**config.mk**
```make
export PLATFORM = sky130hd
export DESIGN_NAME = pc_sequencer
export DESIGN_NICKNAME = d
export VERILOG_FILES = /design/src/rtl/cpu_pkg.sv /design/src/rtl/ras_stack.sv /design/src/rtl/pc_sequencer.sv
export SDC_FILE = /design/constraint.sdc
export NUM_CORES = 1
export LEC_CHECK = 0
export BUFFER_PORTS_ARGS = -buffer_cell sky130_fd_sc_hd__buf_2
export CAP_MARGIN = 0
export CELL_PAD_IN_SITES_DETAIL_PLACEMENT = 1
export CELL_PAD_IN_SITES_GLOBAL_PLACEMENT = 2
export CORE_ASPECT_RATIO = 1.5
export CORE_MARGIN = 2
export CORE_UTILIZATION = 47
export CTS_BUF_LIST = sky130_fd_sc_hd__clkbuf_8
export DETAILED_ROUTE_END_ITERATION = 8
export GPL_TIMING_DRIVEN = 0
export HOLD_SLACK_MARGIN = 0.12
export PLACE_DENSITY = 0.86
export REMOVE_ABC_BUFFERS = 1
export SLEW_MARGIN = 20
export SYNTH_ARGS = -nofsm -noshare
export SYNTH_HDL_FRONTEND = slang
export SYNTH_SLANG_ARGS = --single-unit
```
**constraint.sdc**
```tcl
create_clock -name clk -period 6.2 [get_ports clk]
set_input_delay 1.24 -clock clk [delete_from_list [all_inputs] [get_ports clk]]
set_output_delay 1.24 -clock clk [all_outputs]
set_load 0.05 [all_outputs]
```
**src/rtl/cpu_pkg.sv**
```systemverilog
// rtl/cpu_pkg.sv - shared CPU control encodings: sequencer states and PC source select
package cpu_pkg;

  typedef enum logic [1:0] {
    ST_RUN    = 2'd0,
    ST_HALTED = 2'd1,
    ST_FAULT  = 2'd2
  } seq_state_e;

  typedef enum logic [1:0] {
    PC_HOLD   = 2'd0,
    PC_SEQ    = 2'd1,
    PC_TARGET = 2'd2,
    PC_STACK  = 2'd3
  } pc_src_e;

endpackage

```
**src/rtl/ras_stack.sv**
```systemverilog
// rtl/ras_stack.sv - return-address stack with live occupancy count and full/empty flags
module ras_stack #(
  parameter int ADDR_W    = 32,
  parameter int RAS_DEPTH = 8
) (
  input  logic                       clk,
  input  logic                       reset,
  input  logic                       push,
  input  logic                       pop,
  input  logic [ADDR_W-1:0]          push_data,
  output logic [ADDR_W-1:0]          top,
  output logic [$clog2(RAS_DEPTH):0] count,
  output logic                       full,
  output logic                       empty
);

  localparam int IW = $clog2(RAS_DEPTH);
  localparam int CW = IW + 1;

  logic [ADDR_W-1:0] mem [RAS_DEPTH];
  logic [IW-1:0]     top_idx;

  assign full    = (count == CW'(RAS_DEPTH));
  assign empty   = (count == '0);
  assign top_idx = count[IW-1:0] - IW'(1);
  assign top     = mem[top_idx];

  // Entries are never reset; count=0 keeps stale contents unreachable.
  always_ff @(posedge clk) begin
    if (push && !full) begin
      mem[count[IW-1:0]] <= push_data;
    end
  end

  always_ff @(posedge clk or posedge reset) begin
    if (reset) begin
      count <= '0;
    end else if (push && !full) begin
      count <= count + CW'(1);
    end else if (pop && !empty) begin
      count <= count - CW'(1);
    end
  end

endmodule

```
**src/rtl/pc_sequencer.sv**
```systemverilog
// rtl/pc_sequencer.sv - program-counter sequencer with RUN/HALTED/FAULT control and return-address stack
module pc_sequencer
  import cpu_pkg::*;
#(
  parameter int                ADDR_W    = 32,
  parameter int                RAS_DEPTH = 8,
  parameter logic [ADDR_W-1:0] RESET_PC  = '0,
  parameter int                PC_STEP   = 1
) (
  input  logic                       clk,
  input  logic                       reset,
  input  logic                       cont,
  input  logic                       halt,
  input  logic                       stall,
  input  logic                       jump,
  input  logic                       call,
  input  logic                       ret,
  input  logic [ADDR_W-1:0]          target,
  output logic [ADDR_W-1:0]          pc,
  output logic                       run_en,
  output logic                       halted,
  output logic                       fault,
  output logic [$clog2(RAS_DEPTH):0] ras_count
);

  seq_state_e        state, state_next;
  pc_src_e           pc_src;
  logic [ADDR_W-1:0] pc_seq, pc_next, ras_top;
  logic              push, pop, ras_full, ras_empty;

  assign pc_seq = pc + ADDR_W'(PC_STEP);
  assign run_en = (state == ST_RUN) && !stall;

  ras_stack #(
    .ADDR_W    (ADDR_W),
    .RAS_DEPTH (RAS_DEPTH)
  ) u_ras (
    .clk       (clk),
    .reset     (reset),
    .push      (push),
    .pop       (pop),
    .push_data (pc_seq),
    .top       (ras_top),
    .count     (ras_count),
    .full      (ras_full),
    .empty     (ras_empty)
  );

  always_ff @(posedge clk or posedge reset) begin
    if (reset) begin
      state  <= ST_RUN;
      pc     <= RESET_PC;
      halted <= 1'b0;
      fault  <= 1'b0;
    end else begin
      state  <= state_next;
      pc     <= pc_next;
      halted <= (state_next == ST_HALTED);
      fault  <= (state_next == ST_FAULT);
    end
  end

  always_comb begin
    state_next = state;
    pc_src     = PC_HOLD;
    push       = 1'b0;
    pop        = 1'b0;
    unique case (state)
      ST_RUN: begin
        if (stall) begin
          pc_src = PC_HOLD;
        end else if (halt) begin
          state_next = ST_HALTED;
        end else if (ret) begin
          // Underflow faults with pc held so cont re-executes the ret.
          if (ras_empty) begin
            state_next = ST_FAULT;
          end else begin
            pop    = 1'b1;
            pc_src = PC_STACK;
          end
        end else if (call) begin
          if (ras_full) begin
            state_next = ST_FAULT;
          end else begin
            push   = 1'b1;
            pc_src = PC_TARGET;
          end
        end else if (jump) begin
          pc_src = PC_TARGET;
        end else begin
          pc_src = PC_SEQ;
        end
      end
      ST_HALTED: begin
        if (cont) begin
          state_next = ST_RUN;
          pc_src     = PC_SEQ;
        end
      end
      ST_FAULT: begin
        if (cont) begin
          state_next = ST_RUN;
        end
      end
      default: state_next = ST_RUN;
    endcase
  end

  always_comb begin
    pc_next = pc;
    case (pc_src)
      PC_SEQ:    pc_next = pc_seq;
      PC_TARGET: pc_next = target;
      PC_STACK:  pc_next = ras_top;
      default:   pc_next = pc;
    endcase
  end

endmodule
```
Yosys cells after proc, flatten, opt, wreduce, memory -nomap -nowiden --
Memories as Yosys holds them, arrays and structs flattened. Index checks and enable logic that the tools add are counted.
Cells by class: divide/modulo/power cells 0, reduce and logical (&&, ||, !) cells 11, mux-type cells 33, $mul 0, $lt $le $gt $ge 0, add/sub/neg operators 4, eq/ne operators 8, shift-type cells 0, bitwise operators 0
Operators by type and width (count):
- 32-bit one-hot mux with 3 select lines | 1
- 32-bit by 1-bit adder with 32-bit output, second input constant | 1
- 2-bit two-way mux | 14
- 1-bit two-way mux | 14
- 2-bit equality test, second input constant | 4
- 4-bit two-way mux | 2
- 2-bit one-hot mux with 2 select lines | 2
- 2-bit by 1-bit equality test with 1-bit output, second input constant | 3
- 4-bit by 1-bit adder with 4-bit output, second input constant | 1
- 4-bit equality test, second input constant | 1
- 4-bit logical NOT | 1
- 4-bit by 1-bit subtractor with 4-bit output, second input constant | 1
- 1-bit logical AND | 3
- 1-bit logical NOT | 3
- 3-bit nonzero test | 1
- 3-bit by 1-bit subtractor with 3-bit output, second input constant | 1
- 2-bit logical NOT | 1
- 2-bit nonzero test | 1
- 2-bit OR reduction | 1
Word-level totals: bits in latches 0, memory bits (read-only) 0, memories 1, RAM bits 256, flip-flop bits (word level) 40, output and inout port bits 39, logic and storage cells 62
Memories:
- u_ras.mem | depth 8, bits a word 32, read ports 1, clocked after Yosys merged registers in 0, write ports 1, line ras_stack.sv:20 | logic [ADDR_W-1:0] mem [RAS_DEPTH];

Logic depth before layout (Yosys ltp) --
Gate-level depths: netlist (run 1).
depth in word-level cells 10, mapped depth 14, mapped depth without buffers 11

By module --
From an unflattened synthesis (run 1), not the netlist that was laid out.
Second synthesis, totals: cells, all modules 729, area total of the unflattened synthesis 13046.3 um^2
By module, submodules not included:
- ras_stack | cells an instance 419, area an instance 10218.6 um^2, times used 1
- pc_sequencer | cells an instance 310, area an instance 2827.7 um^2, times used 1

Worst setup path before layout (run 1) --
OpenSTA, ideal clock, no wires.
kind input port to flip-flop, start point input port stall, end point memory u_ras.mem[1][0], enable pin, library setup time 0.461 ns, arrival time 4.645 ns, path slack 1.093 ns, stages on the path 4, buffers on the path 0, cell sequence nor2b_1 -> nor2b_1 -> nand4_1 -> nor3_1
On the way: word-level cells in the longest chain between the ends 5
RTL lines:
- start: declaration | line pc_sequencer.sv:14 | input logic stall,
- 1-bit two-way mux | line pc_sequencer.sv:70 | if (stall) begin
- 1-bit two-way mux | line pc_sequencer.sv:68 | unique case (state)
- 1-bit logical AND | line ras_stack.sv:30 | if (push && !full) begin
- 1-bit two-way mux | line ras_stack.sv:30
- 1-bit two-way mux (implied by the code) | line ras_stack.sv:31 | mem[count[IW-1:0]] <= push_data;
- end: declaration | line ras_stack.sv:20
Every way passes these cells.

Worst setup path in the final report (run 1) --
start point register u_ras.count[0], end point memory u_ras.mem[1][26], enable pin
On the way: word-level cells in the longest chain between the ends 10, elaborated cells on any way between the ends 11, those cells by class 1 x eq/ne; 8 x mux; 2 x reduce/logical
RTL lines:
- start: declaration | line ras_stack.sv:12 | output logic [$clog2(RAS_DEPTH):0] count,
- start signal: assignment | line ras_stack.sv:39 | count <= count + CW'(1);
- start signal: assignment | line ras_stack.sv:41 | count <= count - CW'(1);
- 4-bit equality test | line ras_stack.sv:23 | assign full = (count == CW'(RAS_DEPTH));
- 1-bit two-way mux | line pc_sequencer.sv:83 | if (ras_full) begin
- 1-bit two-way mux | line pc_sequencer.sv:82 | end else if (call) begin
- 1-bit two-way mux | line pc_sequencer.sv:74 | end else if (ret) begin
- 1-bit two-way mux | line pc_sequencer.sv:72 | end else if (halt) begin
- 1-bit two-way mux | line pc_sequencer.sv:70
- 1-bit two-way mux | line pc_sequencer.sv:68
- 1-bit logical AND | line ras_stack.sv:30
- 1-bit two-way mux | line ras_stack.sv:30
- 1-bit two-way mux (implied by the code) | line ras_stack.sv:31
Several ways; a longest one is shown, not always the timed one.

==> results of run 1 <==
## synth_stat cells (all sizes together), types with 3 or more instances
cell type	n	share of area, %
nor4	6	0.41
a221o	5	0.39
inv	9	0.26
and2	4	0.20
nor2	18	0.53
mux4	65	11
and4	3	0.21
o21ai	27	1.1
mux2i	7	0.55
buf	31	1.5
nand2	82	2.4
a21oi	3	0.12
edfxtp	256	60
nand3	48	1.9
o211a	6	0.47
clkbuf	16	0.49
ha	7	0.69
dfrtp	40	7.8
and3	3	0.15
nand4	27	1.4
nand2b	5	0.25
nor2b	9	0.44
xor2	29	2.0
xnor2	27	1.9
nor3	9	0.43
o211ai	23	1.4
## layout by cell type, fill, tap and decap left out, drive strengths merged, types with 2 or more instances in the layout
| master | netlist | layout |
|---|---|---|
| a21o | 2 | 2 |
| a21oi | 3 | 3 |
| a221o | 5 | 5 |
| a31oi | 2 | 2 |
| and2 | 4 | 4 |
| and3 | 3 | 3 |
| and4 | 3 | 3 |
| buf | 31 | 109 |
| bufinv | 0 | 3 |
| clkbuf | 16 | 50 |
| clkinv | 0 | 13 |
| dfrtp | 40 | 40 |
| edfxtp | 256 | 256 |
| ha | 7 | 7 |
| inv | 9 | 21 |
| mux2 | 2 | 2 |
| mux2i | 7 | 7 |
| mux4 | 65 | 65 |
| nand2 | 82 | 82 |
| nand2b | 5 | 5 |
| nand3 | 48 | 48 |
| nand4 | 27 | 27 |
| nor2 | 18 | 18 |
| nor2b | 9 | 9 |
| nor3 | 9 | 9 |
| nor4 | 6 | 6 |
| o211a | 6 | 6 |
| o211ai | 23 | 23 |
| o21a | 2 | 2 |
| o21ai | 27 | 27 |
| xnor2 | 27 | 27 |
| xor2 | 29 | 29 |
## metal layers
metal / global-route usage, % / vias to the layer above / wire length (µm)
li1: - / 3291 / -
met3: 3.79 / 61 / 1610
met5: 0 / - / 0
met1: 28.5 / 3942 / 12700
met2: 40.8 / 227 / 16800
met4: 7.94 / 0 / 770
## cell type report
class / count / area (µm²) / share of cell area (%)
clock buffer: 50 / 688 / 4.63
clock inverter: 28 / 191 / 1.29
inverter: 9 / 36.3 / 0.244
multi-input combinational: 431 / 3890 / 26.2
sequential: 296 / 8690 / 58.5
tap: 337 / 422 / 2.84
timing repair buffer: 109 / 933 / 6.29
## cells by family after synthesis
kind of cell,share of synthesized area [%]
DFF,68.1
and+or+nand+nor,8.58
AOI/OAI and AO/OA,4.21
muxes,12.2
xor gates and xnor gates,3.84
buffers and inverters,2.22
adders and majority gates,0.843
## sequential cells by signal, summed over array words and instances (netlist names)
| name | cells |
|---|---|
| u_ras.count | 4 |
| pc | 32 |
| u_ras.mem | 256 |
| halted | 1 |
| state | 2 |
| fault | 1 |
## path summary, 6_finish.rpt
| check | startpoint | endpoint | slack, ns | depth (start not counted) |
|---|---|---|---|---|
| max | u_ras.count[0]$_DFFE_PP0P_ | u_ras.mem[1][26]$_DFFE_PP_ | 2.79 | 8 |
| min | u_ras.count[3]$_DFFE_PP0P_ | u_ras.count[3]$_DFFE_PP0P_ | 0.63 | 1 |
| max reg2reg | u_ras.count[0]$_DFFE_PP0P_ | u_ras.mem[1][26]$_DFFE_PP_ | 2.79 | 8 |
| min reg2reg | u_ras.count[3]$_DFFE_PP0P_ | u_ras.count[3]$_DFFE_PP0P_ | 0.63 | 1 |
| max in group asynchronous | reset | u_ras.count[0]$_DFFE_PP0P_ | 4.90 | 2 |
| min in group asynchronous | reset | pc[7]$_DFFE_PP0P_ | 0.79 | 2 |
## power breakdown
group | internal, µW | total, µW | switching (µW)
Combinational | 1160 | 3030 | 1870
Sequential | 2580 | 2870 | 292
Clock | 862 | 1600 | 735
Total | 4600 | 7500 | 2890
## stage by stage
step	power, µW	hold slack (ns)	utilization (%)
final	7500	0.632	55.9
after global routing	7850	0.659	55.9
after CTS	7550	0.631	55.9
after detailed placement	5960	0.617	52.6
after global placement	5760	0.599	50.1
after floorplan	4900	0.564	-
==> run summary, run 1 <==
Fin Setup TNS -> 0 ns
Drt pass-1 iters -> 5
Hold Fails Final Rpt -> 0
Maximum VDD drop -> 0.000323 V
Measured slew at the worst slew-check pin -> 1.11 ns
Synth Flop Type -> edfxtp_1
Number of synthesized register bits -> 296
Crit path buffers/inverters -> 3
Post-synth EDFFs -> 256
Vias in the first global route -> 8240
Synth Warn # -> 0
Fin Clk Skew -> 0.0195 ns
RD Place Congestion -> 0.744
Critical Path, Cell by Cell -> inv_1 -> ha_4 -> nor2b_1 -> nand2_1 -> nand4_1 -> nor3_2 -> buf_4 -> buf_4
Clk sink count -> 296
Die area -> 28500 µm²
Core ar. -> 26600 µm²
First-pass GRT wire length -> 49000 µm
CP delay by family, top -> simple AND/OR/NAND/NOR gates
Starting Density -> 48.0%
PostCTS Resize Cnt -> 0
Post-route cell area -> 14900 µm²
Placed cell count -> 1182
Routed WL -> 31900 µm
Status -> finished clean
CTS Buf Count -> 44
Yosys cell types -> 49
Worst Hold Class -> reg -> reg
Fmax -> 293 MHz
Clk pin slew, worst setup/hold paths -> 0.07 ns
Crit share post-route -> 55.0%
DRC Markers -> 0
DRT iter0 DRCs -> 578
Fin crit period -> 3.41 ns
Layout Area Growth over Synthesis -> 16.4%
# port buffers -> 78
Layout cell share with drive strength beyond 1 -> 28.0%
Crit start category -> flip-flop
I/O pins -> 79
Die height -> 206 µm
Largest net degree at the start of global routing -> 43
Worst skew pair latency -> 0.55 ns
Total leakage power -> 0.00516 µW
Max Root-Sink Buffers -> 3
Die Wd -> 139 µm
Max-slew violation count -> 0
Post-Syn Area -> 12800 µm²
WP data arrival -> 3.65 ns
Via density per instance -> 5.97
Setup bufs post-CTS -> 0
Post-DR wirelength/cell -> 25.3 µm
Sequential area share after synthesis -> 68.1%
Syn avg cell area -> 16.3 µm²
Post-Place Setup Slack -> 2.29 ns
Req. time, crit path -> 6.44 ns
GR Util All Layers -> 22.9%
Total gr overflow -> 0
Final #Nets -> 939
Final non-filler cell total -> 1260
H-tree depth -> 2
Max FO, Critical Path -> 11
Max stage delay cell, worst path -> nor3_2
Ant diodes -> 0
CTS tree -> built
Final HPWL DP -> 20900 µm
Async S/R FF share, synth -> 13.5%
Routed Antenna Nets -> 0
Final setup fails -> 0
Placed instance area -> 14000 µm²
Initial antenna violation count -> 0
Setup CP Type -> reg -> reg
Cts-stage hold buffer count -> 0
Row count -> 73
Worst path max stage delay -> 0.78 ns
Synthesized instance count -> 783
Fin worst setup slack -> 2.79 ns
RSZ-0062 raised after global routing -> no
Power Density -> 505 nW/µm²
Critical path's most frequent cell -> buf_4
Total number of vias -> 7521
Critical Path Sink Type -> flip-flop
Root Buffer -> clkbuf_8
Filler cells -> 2459
Max-Cap Viols -> 0
Max_slew headroom -> 25.8%
Power figures use the tool's default switching activity.
==> run 2: changes to the inputs <==
Settings changed: CORE_UTILIZATION 47 to 42, PLACE_DENSITY 0.86 to 0.82.
Clock period 6.2 ns to 3.04 ns, I/O delays scaled along.
==> run 2 against run 1 <==
Effect of this change:
- sequential share of layout area down 0.18 points
- hold slack worse by 0.47 ns
- setup slack got worse by 2.7 ns
- critical endpoint is now u_ras.mem[6][14]$_DFFE_PP_
- via count decreased by 0.28%
- critical path type unchanged
==> run summary, run 2 (same netlist as run 1, synthesis figures left out) <==
Max Root-Sink Buffers -> 3 (unchanged)
Worst path max stage delay -> 0.77 ns (about the same)
Commonest non-fill, non-tap cell in the layout -> edfxtp_1
Max-Cap Viols -> 0 (unchanged)
Placed instance area -> 13900 µm² (-0.20%)
Root Buffer -> clkbuf_8
Routed Antenna Nets -> 0 (unchanged)
Fmax -> 339 MHz (+16%)
Final HPWL DP -> 21400 µm (+2.2%)
CTS tree -> built
WHS -> 0.158 ns (-0.474 ns)
Layout cell share with drive strength beyond 1 -> 29.9% (+2.0 points)
Total leakage power -> 0.00514 µW (-0.26%)
Fin crit period -> 2.95 ns (-0.465 ns)
Critical Path, Cell by Cell -> ha_1 -> nand3_1 -> nor3_1 -> and3_1 -> xor2_1
Die area -> 31800 µm² (+12%)
Max stage delay cell, worst path -> nor3_1
Vias in the first global route -> 8270 (+0.36%)
Maximum VDD drop -> 0.000538 V (+67%)
Max-slew violation count -> 0 (unchanged)
Logic pwr share -> 40.4% (about the same)
Crit start category -> flip-flop
Final setup fails -> 0 (unchanged)
Die Wd -> 146 µm (+5.6%)
Fin worst setup slack -> 0.0932 ns (-2.69 ns)
Final #Nets -> 945 (+0.64%)
Total gr overflow -> 0 (unchanged)
Worst Hold Class -> in -> async
Layout Area Growth over Synthesis -> 16.8%
Die height -> 217 µm (+5.7%)
Status -> finished clean
RSZ-0062 raised after global routing -> yes
Max FO, Critical Path -> 8 (-3)
Starting Density -> 42.4% (-5.6 points)
Sw frac -> 39.1% (+0.48 points)
GR Util All Layers -> 20.4% (-2.5 points)
Power Density -> 1010 nW/µm² (+100%)
Setup CP Type -> reg -> reg
Sw Pwr -> 5890 µW (+100%)
Initial antenna violation count -> 1 (+1)
Internal Power -> 9180 µW (+100%)
Total power -> 15100 µW (+100%)
Post-Place Setup Slack -> -0.617 ns (-2.91 ns)
# port buffers -> 78 (unchanged)
Max reg flops -> 256 (unchanged)
Fin Setup TNS -> 0 ns (unchanged)
Measured slew at the worst slew-check pin -> 0.789 ns (-0.319 ns)
CTS Buf Count -> 44 (unchanged)
Row count -> 78 (+6.8%)
Req. time, crit path -> 3.33 ns (-3.11 ns)
Post-route cell area -> 14900 µm² (+0.33%)
DRT iter0 DRCs -> 596 (+3.1%)
Largest net degree at the start of global routing -> 44 (+2.3%)
R2R setup slack -> 0.09 ns (-2.69 ns)
Critical Path Sink Type -> flip-flop
Max_slew headroom -> 47.0% (+21 points)
Via density per instance -> 5.62 (-5.8%)
RD Place Congestion -> 0.727 (-2.3%)
Post-DR wirelength/cell -> 23.8 µm (-5.9%)
Most frequent cells in the layout -> 256 x edfxtp_1, 82 x nand2_1, 78 x buf_2
Part of the power in registers -> 38.7% (+0.4 points)
Hold Fails Final Rpt -> 0 (unchanged)
Worst skew pair latency -> 0.56 ns (about the same)
Routed WL -> 31800 µm (-0.37%)
Fin Clk Skew -> 0.0123 ns (-0.00716 ns)
Drt pass-1 iters -> 5 (unchanged)
Total number of vias -> 7500 (-0.28%)
WP data arrival -> 3.24 ns (-0.41 ns)
Clk pin slew, worst setup/hold paths -> 0.07 ns (about the same)
Clock Power Share -> 20.9% (-0.4 points)
First-pass GRT wire length -> 48700 µm (-0.59%)
H-tree depth -> 2 (unchanged)
Core ar. -> 30100 µm² (+13%)
Crit share post-route -> 96.9% (+42 points)
Cts-stage hold buffer count -> 0 (unchanged)
Clk sink count -> 296 (unchanged)
I/O pins -> 79 (unchanged)
DRC Markers -> 0 (unchanged)
[run 2: critical path: cells and delay by family, from the launching register on]
family / cells / cell delay [ns]
flip-flops: 1 / 0.47
XOR/XNOR: 1 / 0.42
AND/OR/NAND/NOR: 3 / 1.53
adder cells (fa/ha/maj): 1 / 0.25
[run 2: cell type report]
| cell class | count | area [µm²] |
|---|---|---|
| fillers | 2961 | 15200 |
| flip-flops and latches | 296 | 8690 |
| multi-input cells | 431 | 3930 |
| repair buffers | 115 | 877 |
| clock buffers | 50 | 688 |
| well taps | 400 | 500 |
| clock inverters | 32 | 176 |
| inverters | 9 | 36.3 |
| diodes | 1 | 2.50 |
[run 2: final timing paths]
check	start	endpoint	cells after the start
hold / removal	reset	pc[6]$_DFFE_PP0P_	2
setup reg to reg	pc[0]$_DFFE_PP0P_	u_ras.mem[6][14]$_DFFE_PP_	5
setup / recovery	pc[0]$_DFFE_PP0P_	u_ras.mem[6][14]$_DFFE_PP_	5
hold reg to reg	u_ras.count[3]$_DFFE_PP0P_	u_ras.count[3]$_DFFE_PP0P_	1
max in group asynchronous	reset	u_ras.count[0]$_DFFE_PP0P_	2
min in group clk	target[5]	pc[5]$_DFFE_PP0P_	3
[run 2: what timing repair did]
| action | CTS | global route |
|---|---|---|
| setup buffers | 5 | 2 |
| endpoints found under the setup margin | 173 | 82 |
| gates resized for setup | 3 | 4 |
| hold endpoints to repair | 0 | 0 |
| cloned | 0 | 0 |
| pin swaps | 3 | 1 |
[run 2: power by group through the flow]
stage | clock network [µW] | registers [µW] | logic, µW
after global routing | 3390 | 5890 | 6580
after global placement | 0 | 6100 | 4850
final | 3160 | 5830 | 6090
after detailed placement | 0 | 5970 | 6040
after floorplan | 0 | 6710 | 3290
after CTS | 3230 | 5830 | 6150
[run 2: per-layer routing]
metal,track usage (%),share of wire [%],wire [µm]
met2,36.7,53,16700
met4,7.90,2.9,931
met5,0,0,0
met3,3.28,4.9,1550
met1,24.8,40,12600
[run 2: through the flow]
| step | util [%] | std cells |
|---|---|---|
| after floorplan | - | 736 |
| after global placement | 44.6 | 1214 |
| after detailed placement | 46.4 | 1244 |
| after CTS | 49.5 | 1331 |
| after global routing | 49.6 | 1334 |
| final | 49.6 | 1334 |
